<file path="src/rtl/axi_lite_slave_regs_if.sv">
// AXI4-Lite slave-side bus bundle for the register block.
// Clock and reset stay as plain ports on the modules that use this.
interface axi_lite_slave_regs_if #(
  parameter int C_S_AXI_ADDR_WIDTH = 32,
  parameter int C_S_AXI_DATA_WIDTH = 32
);
  logic [C_S_AXI_ADDR_WIDTH-1:0]   S_AXI_AWADDR;
  logic [2:0]                      S_AXI_AWPROT;
  logic                            S_AXI_AWVALID;
  logic                            S_AXI_AWREADY;
  logic [C_S_AXI_DATA_WIDTH-1:0]   S_AXI_WDATA;
  logic [C_S_AXI_DATA_WIDTH/8-1:0] S_AXI_WSTRB;
  logic                            S_AXI_WVALID;
  logic                            S_AXI_WREADY;
  logic [1:0]                      S_AXI_BRESP;
  logic                            S_AXI_BVALID;
  logic                            S_AXI_BREADY;
  logic [C_S_AXI_ADDR_WIDTH-1:0]   S_AXI_ARADDR;
  logic [2:0]                      S_AXI_ARPROT;
  logic                            S_AXI_ARVALID;
  logic                            S_AXI_ARREADY;
  logic [C_S_AXI_DATA_WIDTH-1:0]   S_AXI_RDATA;
  logic [1:0]                      S_AXI_RRESP;
  logic                            S_AXI_RVALID;
  logic                            S_AXI_RREADY;

  modport slave (
    input  S_AXI_AWADDR, S_AXI_AWPROT, S_AXI_AWVALID,
    input  S_AXI_WDATA, S_AXI_WSTRB, S_AXI_WVALID,
    input  S_AXI_BREADY,
    input  S_AXI_ARADDR, S_AXI_ARPROT, S_AXI_ARVALID,
    input  S_AXI_RREADY,
    output S_AXI_AWREADY, S_AXI_WREADY,
    output S_AXI_BRESP, S_AXI_BVALID,
    output S_AXI_ARREADY,
    output S_AXI_RDATA, S_AXI_RRESP, S_AXI_RVALID
  );

  modport master (
    output S_AXI_AWADDR, S_AXI_AWPROT, S_AXI_AWVALID,
    output S_AXI_WDATA, S_AXI_WSTRB, S_AXI_WVALID,
    output S_AXI_BREADY,
    output S_AXI_ARADDR, S_AXI_ARPROT, S_AXI_ARVALID,
    output S_AXI_RREADY,
    input  S_AXI_AWREADY, S_AXI_WREADY,
    input  S_AXI_BRESP, S_AXI_BVALID,
    input  S_AXI_ARREADY,
    input  S_AXI_RDATA, S_AXI_RRESP, S_AXI_RVALID
  );
endinterface

</file>
<file path="src/rtl/axi_lite_slave_regs.sv">
// AXI4-Lite register file: reg 0 is a read-only ID, regs 1..N-1 are byte-strobed RW.
// AW and W are captured independently; the write commits when the later of the two lands.
module axi_lite_reg_slot #(
  parameter int DW = 32
) (
  input  logic            gclk,
  input  logic            grst_n,
  input  logic            we,
  input  logic [DW/8-1:0] strb,
  input  logic [DW-1:0]   wdata,
  output logic [DW-1:0]   q
);
  always_ff @(posedge gclk) begin
    if (!grst_n) q <= '0;
    else if (we) begin
      for (int b = 0; b < DW/8; b++)
        if (strb[b]) q[8*b +: 8] <= wdata[8*b +: 8];
    end
  end
endmodule

module axi_lite_slave_regs #(
  parameter int          C_S_AXI_ADDR_WIDTH = 32,
  parameter int          C_S_AXI_DATA_WIDTH = 32,
  parameter int          C_NUM_REGS         = 16,
  parameter logic [31:0] C_ID               = 32'hA11E0001
) (
  input  logic                                   S_AXI_ACLK,
  input  logic                                   S_AXI_ARESETN,
  axi_lite_slave_regs_if.slave                   s_axi,
  output logic [C_S_AXI_DATA_WIDTH*C_NUM_REGS-1:0] REGS_OUT
);
  localparam int IDX_W = $clog2(C_NUM_REGS);
  localparam int DW    = C_S_AXI_DATA_WIDTH;
  localparam int SW    = DW/8;
  localparam logic [1:0] RESP_OKAY   = 2'b00;
  localparam logic [1:0] RESP_SLVERR = 2'b10;

  typedef logic [C_S_AXI_ADDR_WIDTH-1:0] addr_t;
  typedef struct packed {
    logic             in_range;
    logic [IDX_W-1:0] idx;
  } dec_t;

  // Any set bit above the index field makes the access out of range.
  function automatic dec_t decode(input addr_t a);
    dec_t d;
    d.idx      = a[IDX_W+1:2];
    d.in_range = (a >> (IDX_W+2)) == '0;
    return d;
  endfunction

  logic                           aw_full, w_full, bvalid, rvalid;
  addr_t                          aw_addr_q;
  logic [DW-1:0]                  w_data_q, rdata;
  logic [SW-1:0]                  w_strb_q;
  logic [1:0]                     bresp, rresp;
  logic                           awready, wready, arready;
  logic                           aw_hs, w_hs, ar_hs, commit, wr_ok;
  addr_t                          wr_addr;
  logic [DW-1:0]                  wr_data;
  logic [SW-1:0]                  wr_strb;
  dec_t                           wr_dec, rd_dec;
  logic [C_NUM_REGS-1:0][DW-1:0]  regs;
  logic                           unused_prot;

  assign unused_prot = ^{s_axi.S_AXI_AWPROT, s_axi.S_AXI_ARPROT};

  assign awready = !aw_full && !bvalid;
  assign wready  = !w_full  && !bvalid;
  assign arready = !rvalid;

  assign s_axi.S_AXI_AWREADY = awready;
  assign s_axi.S_AXI_WREADY  = wready;
  assign s_axi.S_AXI_BVALID  = bvalid;
  assign s_axi.S_AXI_BRESP   = bresp;
  assign s_axi.S_AXI_ARREADY = arready;
  assign s_axi.S_AXI_RVALID  = rvalid;
  assign s_axi.S_AXI_RDATA   = rdata;
  assign s_axi.S_AXI_RRESP   = rresp;

  assign aw_hs = s_axi.S_AXI_AWVALID && awready;
  assign w_hs  = s_axi.S_AXI_WVALID  && wready;
  assign ar_hs = s_axi.S_AXI_ARVALID && arready;

  // Bypass the holding register when its half arrives on the commit edge itself.
  assign wr_addr = aw_full ? aw_addr_q : s_axi.S_AXI_AWADDR;
  assign wr_data = w_full  ? w_data_q  : s_axi.S_AXI_WDATA;
  assign wr_strb = w_full  ? w_strb_q  : s_axi.S_AXI_WSTRB;
  assign commit  = (aw_full || aw_hs) && (w_full || w_hs);
  assign wr_dec  = decode(wr_addr);
  assign wr_ok   = wr_dec.in_range && (wr_dec.idx != '0);

  always_ff @(posedge S_AXI_ACLK) begin
    if (!S_AXI_ARESETN) begin
      aw_full   <= 1'b0;
      w_full    <= 1'b0;
      bvalid    <= 1'b0;
      bresp     <= RESP_OKAY;
      aw_addr_q <= '0;
      w_data_q  <= '0;
      w_strb_q  <= '0;
    end else if (commit) begin
      aw_full <= 1'b0;
      w_full  <= 1'b0;
      bvalid  <= 1'b1;
      bresp   <= wr_ok ? RESP_OKAY : RESP_SLVERR;
    end else begin
      if (aw_hs) begin
        aw_full   <= 1'b1;
        aw_addr_q <= s_axi.S_AXI_AWADDR;
      end
      if (w_hs) begin
        w_full   <= 1'b1;
        w_data_q <= s_axi.S_AXI_WDATA;
        w_strb_q <= s_axi.S_AXI_WSTRB;
      end
      if (bvalid && s_axi.S_AXI_BREADY) bvalid <= 1'b0;
    end
  end

  assign regs[0] = C_ID;

  for (genvar i = 1; i < C_NUM_REGS; i++) begin : g_reg
    axi_lite_reg_slot #(.DW(DW)) u_slot (
      .gclk   (S_AXI_ACLK),
      .grst_n (S_AXI_ARESETN),
      .we     (commit && wr_ok && (wr_dec.idx == IDX_W'(i))),
      .strb   (wr_strb),
      .wdata  (wr_data),
      .q      (regs[i])
    );
  end

  // Read samples regs before any same-edge commit lands, so it sees the old value.
  assign rd_dec = decode(s_axi.S_AXI_ARADDR);

  always_ff @(posedge S_AXI_ACLK) begin
    if (!S_AXI_ARESETN) begin
      rvalid <= 1'b0;
      rdata  <= '0;
      rresp  <= RESP_OKAY;
    end else if (ar_hs) begin
      rvalid <= 1'b1;
      if (rd_dec.in_range) begin
        rdata <= regs[rd_dec.idx];
        rresp <= RESP_OKAY;
      end else begin
        rdata <= '0;
        rresp <= RESP_SLVERR;
      end
    end else if (rvalid && s_axi.S_AXI_RREADY) begin
      rvalid <= 1'b0;
    end
  end

  assign REGS_OUT = regs;
endmodule

</file>
<file path="src/flat_wrapper.sv">
// flat-port wrapper written by rule: the top's interface ports become plain ports
module axi_lite_slave_regs_flat 
#(
  parameter int          C_S_AXI_ADDR_WIDTH = 32,
  parameter int          C_S_AXI_DATA_WIDTH = 32,
  parameter int          C_NUM_REGS         = 16,
  parameter logic [31:0] C_ID               = 32'hA11E0001
)
  (S_AXI_ACLK, S_AXI_ARESETN, REGS_OUT, s_axi_S_AXI_AWADDR, s_axi_S_AXI_AWPROT, s_axi_S_AXI_AWVALID, s_axi_S_AXI_WDATA, s_axi_S_AXI_WSTRB, s_axi_S_AXI_WVALID, s_axi_S_AXI_BREADY, s_axi_S_AXI_ARADDR, s_axi_S_AXI_ARPROT, s_axi_S_AXI_ARVALID, s_axi_S_AXI_RREADY, s_axi_S_AXI_AWREADY, s_axi_S_AXI_WREADY, s_axi_S_AXI_BRESP, s_axi_S_AXI_BVALID, s_axi_S_AXI_ARREADY, s_axi_S_AXI_RDATA, s_axi_S_AXI_RRESP, s_axi_S_AXI_RVALID);
  axi_lite_slave_regs_if #(.C_S_AXI_ADDR_WIDTH(C_S_AXI_ADDR_WIDTH), .C_S_AXI_DATA_WIDTH(C_S_AXI_DATA_WIDTH)) s_axi_i ();
  input  logic S_AXI_ACLK;
  input  logic S_AXI_ARESETN;
  output logic [C_S_AXI_DATA_WIDTH*C_NUM_REGS-1:0] REGS_OUT;
  input wire logic [$bits(s_axi_i.S_AXI_AWADDR)-1:0] s_axi_S_AXI_AWADDR;
  input wire logic [$bits(s_axi_i.S_AXI_AWPROT)-1:0] s_axi_S_AXI_AWPROT;
  input wire logic [$bits(s_axi_i.S_AXI_AWVALID)-1:0] s_axi_S_AXI_AWVALID;
  input wire logic [$bits(s_axi_i.S_AXI_WDATA)-1:0] s_axi_S_AXI_WDATA;
  input wire logic [$bits(s_axi_i.S_AXI_WSTRB)-1:0] s_axi_S_AXI_WSTRB;
  input wire logic [$bits(s_axi_i.S_AXI_WVALID)-1:0] s_axi_S_AXI_WVALID;
  input wire logic [$bits(s_axi_i.S_AXI_BREADY)-1:0] s_axi_S_AXI_BREADY;
  input wire logic [$bits(s_axi_i.S_AXI_ARADDR)-1:0] s_axi_S_AXI_ARADDR;
  input wire logic [$bits(s_axi_i.S_AXI_ARPROT)-1:0] s_axi_S_AXI_ARPROT;
  input wire logic [$bits(s_axi_i.S_AXI_ARVALID)-1:0] s_axi_S_AXI_ARVALID;
  input wire logic [$bits(s_axi_i.S_AXI_RREADY)-1:0] s_axi_S_AXI_RREADY;
  output wire logic [$bits(s_axi_i.S_AXI_AWREADY)-1:0] s_axi_S_AXI_AWREADY;
  output wire logic [$bits(s_axi_i.S_AXI_WREADY)-1:0] s_axi_S_AXI_WREADY;
  output wire logic [$bits(s_axi_i.S_AXI_BRESP)-1:0] s_axi_S_AXI_BRESP;
  output wire logic [$bits(s_axi_i.S_AXI_BVALID)-1:0] s_axi_S_AXI_BVALID;
  output wire logic [$bits(s_axi_i.S_AXI_ARREADY)-1:0] s_axi_S_AXI_ARREADY;
  output wire logic [$bits(s_axi_i.S_AXI_RDATA)-1:0] s_axi_S_AXI_RDATA;
  output wire logic [$bits(s_axi_i.S_AXI_RRESP)-1:0] s_axi_S_AXI_RRESP;
  output wire logic [$bits(s_axi_i.S_AXI_RVALID)-1:0] s_axi_S_AXI_RVALID;
  assign s_axi_i.S_AXI_AWADDR = s_axi_S_AXI_AWADDR;
  assign s_axi_i.S_AXI_AWPROT = s_axi_S_AXI_AWPROT;
  assign s_axi_i.S_AXI_AWVALID = s_axi_S_AXI_AWVALID;
  assign s_axi_i.S_AXI_WDATA = s_axi_S_AXI_WDATA;
  assign s_axi_i.S_AXI_WSTRB = s_axi_S_AXI_WSTRB;
  assign s_axi_i.S_AXI_WVALID = s_axi_S_AXI_WVALID;
  assign s_axi_i.S_AXI_BREADY = s_axi_S_AXI_BREADY;
  assign s_axi_i.S_AXI_ARADDR = s_axi_S_AXI_ARADDR;
  assign s_axi_i.S_AXI_ARPROT = s_axi_S_AXI_ARPROT;
  assign s_axi_i.S_AXI_ARVALID = s_axi_S_AXI_ARVALID;
  assign s_axi_i.S_AXI_RREADY = s_axi_S_AXI_RREADY;
  assign s_axi_S_AXI_AWREADY = s_axi_i.S_AXI_AWREADY;
  assign s_axi_S_AXI_WREADY = s_axi_i.S_AXI_WREADY;
  assign s_axi_S_AXI_BRESP = s_axi_i.S_AXI_BRESP;
  assign s_axi_S_AXI_BVALID = s_axi_i.S_AXI_BVALID;
  assign s_axi_S_AXI_ARREADY = s_axi_i.S_AXI_ARREADY;
  assign s_axi_S_AXI_RDATA = s_axi_i.S_AXI_RDATA;
  assign s_axi_S_AXI_RRESP = s_axi_i.S_AXI_RRESP;
  assign s_axi_S_AXI_RVALID = s_axi_i.S_AXI_RVALID;
  axi_lite_slave_regs #(.C_S_AXI_ADDR_WIDTH(C_S_AXI_ADDR_WIDTH), .C_S_AXI_DATA_WIDTH(C_S_AXI_DATA_WIDTH), .C_NUM_REGS(C_NUM_REGS), .C_ID(C_ID)) u_core (.S_AXI_ACLK(S_AXI_ACLK), .S_AXI_ARESETN(S_AXI_ARESETN), .s_axi(s_axi_i), .REGS_OUT(REGS_OUT));
endmodule
</file>
<file path="config.mk">
export PLATFORM = sky130hd
export DESIGN_NAME = axi_lite_slave_regs_flat
export DESIGN_NICKNAME = d
export VERILOG_FILES = /design/src/rtl/axi_lite_slave_regs_if.sv /design/src/rtl/axi_lite_slave_regs.sv /design/src/flat_wrapper.sv
export SDC_FILE = /design/constraint.sdc
export NUM_CORES = 1
export LEC_CHECK = 0
export CAP_MARGIN = 0
export CORE_AREA = 2 2 263 265
export DETAILED_ROUTE_END_ITERATION = 10
export DIE_AREA = 0 0 265 267
export PLACE_DENSITY = 0.73
export SLEW_MARGIN = 20
export SYNTH_ARGS = -nofsm -noshare
export SYNTH_HDL_FRONTEND = slang
export SYNTH_SLANG_ARGS = --single-unit
</file>
<file path="constraint.sdc">
create_clock -name S_AXI_ACLK -period 2.7 [get_ports S_AXI_ACLK]
set_input_delay 0.54 -clock S_AXI_ACLK [delete_from_list [all_inputs] [get_ports S_AXI_ACLK]]
set_output_delay 0.54 -clock S_AXI_ACLK [all_outputs]
set_load 0.05 [all_outputs]
</file>
==> results.json <==
{
  "grtUsageTotal_pct": 27.0,
  "final_util_pct": 55.0,
  "fin_worst_skew_ns": 0.0263,
  "maxCapViolCount": 0,
  "endpoint_kind": "output port",
  "synth-async-reset-ratio_pct": 0,
  "p_leak_nw": 16.7,
  "clk_pin_slew_ns": 0.06,
  "p_sw_w": 0.00505,
  "crit_type": "reg2out",
  "place_inst": 3931,
  "viasPerCell": 5.42,
  "grt_max_degree": 75,
  "rsz0062_at_grt": "false",
  "startpoint_type": "register",
  "worst_slack_ns": 0.146,
  "yosys-top-cells-count": "654 x nand2_1, 584 x dfxtp_1, 497 x mux2i_1",
  "synthTopCellsByArea": "dfxtp_1 44%, mux2i_1 19%, mux4_2 10%, nand2_1 9.2%, nand4_4 4.7%",
  "cts_hold_buffers": 0,
  "ant_nets": 0,
  "synth_area_leader_cell": "dfxtp_1",
  "synth_edf_count": 0,
  "route.final.wire_length_um": 98100,
  "syn_area_sq_um": 26600,
  "wl_per_cell_um": 24.2,
  "fmax_mhz": 391,
  "postSynthCellCount": 2440,
  "p_sw_share_pct": 25.1,
  "grt_overflow": 0,
  "cts_buffers": 67,
  "h-tree-depth": 3,
  "hold_path.class": "in2reg",
  "n_fill_cell": 5889,
  "worstMarginPinSlew_ns": 0.825,
  "synth-compound-area-share_pct": 4.19,
  "clk_latency_ns": 0.60,
  "dp_slack_ns": -0.125,
  "drtIter0Drc": 1740,
  "powerDensity_nw_per_um2": 539,
  "drc": 0,
  "final_cells": 4059,
  "internal_power_w": 0.0151,
  "rows": 96,
  "combPwrFrac_pct": 9.3,
  "dp_hpwl_um": 71000,
  "power_frac_clock_pct": 47.3,
  "yosys_warnings": 0,
  "synthXorXnorAreaFrac_pct": 0,
  "hold_viol": 0,
  "arrival_ns": 2.01,
  "required_ns": 2.16,
  "cts.sinks": 584,
  "muxShareOfSynthArea_pct": 31.5,
  "portBuffers": 621,
  "areaGrowthSynthToFinish_pct": 40.8,
  "clock_path_buffers": 3,
  "hp-start": "S_AXI_ARESETN",
  "setup_viol": 0,
  "finalCritPeriodShare_pct": 94.6,
  "synthAdderAreaFrac_pct": 0,
  "critPathLaunch": "u_core.w_full",
  "yosysSeqAreaShare_pct": 44.0,
  "ys_seq_elements": 584,
  "cts_tree": "yes",
  "via_count": 22000,
  "finalSetupTns_ns": 0,
  "cts-root-buf": "clkbuf_16",
  "status": "completed",
  "synth_top_family_by_area": "multiplexers",
  "yosys.area_share.simple_pct": 15.5,
  "path_max_fanout": 14,
  "core_sq_um": 68000,
  "drive_gt1_share_pct": 17.2,
  "maxSlewViolCount": 0,
  "initial_core_util_pct": 39.1,
  "syn_avg_cell_area_sq_um": 10.9,
  "finalCriticalPeriod_ns": 2.55,
  "grt_pass1_wl_um": 143000,
  "synth_top_area_share_pct": 44.0,
  "grt_pass1_vias": 21700,
  "synth_most_common_cell": "nand2_1",
  "die-width_um": 265,
  "cts-resized-gates": 0,
  "post_cts_buffers": 0,
  "irDropWorstVdd_mv": 0.381,
  "nets": 3231,
  "ios": 666,
  "antenna_found_initial": 9,
  "ys_types": 41,
  "gp_congestion": 0.844,
  "max_slew_margin_pct": 45.0,
  "drtPass1Iterations": 5,
  "die_height_um": 267,
  "ys.flop_type": "dfxtp_1",
  "regToRegStartpoint": "u_core.aw_full",
  "dieArea_sq_um": 70800,
  "seqPwrFrac_pct": 43.3
}
-- flip-flops by register name, summed over array words and instances (netlist names) --
name and flops:
u_core.w_full 1, u_core.g.u_slot.q 480, u_core.s_axi.S_AXI_RVALID 1, u_core.w_strb_q 4, u_core.s_axi.S_AXI_BRESP 1, u_core.w_data_q 32
u_core.s_axi.S_AXI_BVALID 1, u_core.aw_addr_q 30, u_core.aw_full 1, u_core.s_axi.S_AXI_RDATA 32, u_core.s_axi.S_AXI_RRESP 1
-- kinds of logic (layout without fill, tap and decap cells) --
| group | count (synthesis) | count (layout) |
|---|---|---|
| AND/OR/NAND/NOR | 779 | 779 |
| multiplexers | 677 | 677 |
| flip-flops | 584 | 584 |
| buffers and inverters | 235 | 932 |
| AO/OA/AOI/OAI | 163 | 163 |
| other | 2 | 42 |
-- path summary, 6_finish.rpt --
check	endpoint	slack (ns)	depth (start not counted)
hold / removal	u_core.g_reg[15].u_slot.q[31]	0.35	3
hold reg to reg	u_core.w_data_q[17]	0.45	2
setup reg to reg	u_core.g_reg[3].u_slot.q[3]	0.29	6
setup / recovery	s_axi_S_AXI_WREADY	0.15	2
-- cells in the final DEF, fill, tap and decap left out, types with 34 or more instances in the layout --
master	count
conb_1	34
buf_12	72
clkbuf_16	69
nand4_4	59
mux2_2	60
a22o_1	48
clkdlybuf4s50_1	616
dfxtp_1	583
mux2i_1	496
mux4_2	120
a21oi_1	79
buf_4	103
nand2_1	654
-- metal layers --
metal | up-vias | track usage, % | part of all wire, %
met2 | 917 | 47.5 | 51
met5 | - | 0 | 0.013
li1 | 9956 | - | -
met4 | 2 | 10.6 | 3.5
met1 | 10900 | 32.2 | 39
met3 | 190 | 5.60 | 7.1
-- stage by stage --
stage,instance area (sq um),power (W),hold slack [ns]
floorplan,26700,0.0101,0.433
global placement,35000,0.0108,0.439
detailed placement,35000,0.0108,0.443
CTS,37400,0.0203,0.321
global route,37400,0.0208,0.346
finish,37400,0.0201,0.353
-- layout make-up --
class / count / area [sq um] / area share [%]
clock buffer: 95 / 1950 / 5.23
multi-input combinational: 1653 / 13800 / 36.8
timing repair buffer: 795 / 8430 / 22.5
clock inverter: 25 / 358 / 0.957
inverter: 17 / 65.1 / 0.174
antenna: 8 / 20.0 / 0.0536
sequential: 584 / 11700 / 31.3
tap: 882 / 1100 / 2.95
-- critical path: stages (launching register included) --
cell and delay (ns):
dfxtp_2 0.45, nor2_1 0.15, clkdlybuf4s50_1 0.81
-- power by group through the flow --
stage | Clock [W] | Sequential, W | Combinational (W)
6_report | 0.00954 | 0.00873 | 0.00188
5_1_grt | 0.0101 | 0.00873 | 0.00198
4_1_cts | 0.00965 | 0.00873 | 0.00189
3_5_place_dp | 0 | 0.00892 | 0.00188
3_3_place_gp | 0 | 0.00892 | 0.00187
2_1_floorplan | 0 | 0.00892 | 0.00116
Power figures use the tool's default switching activity.
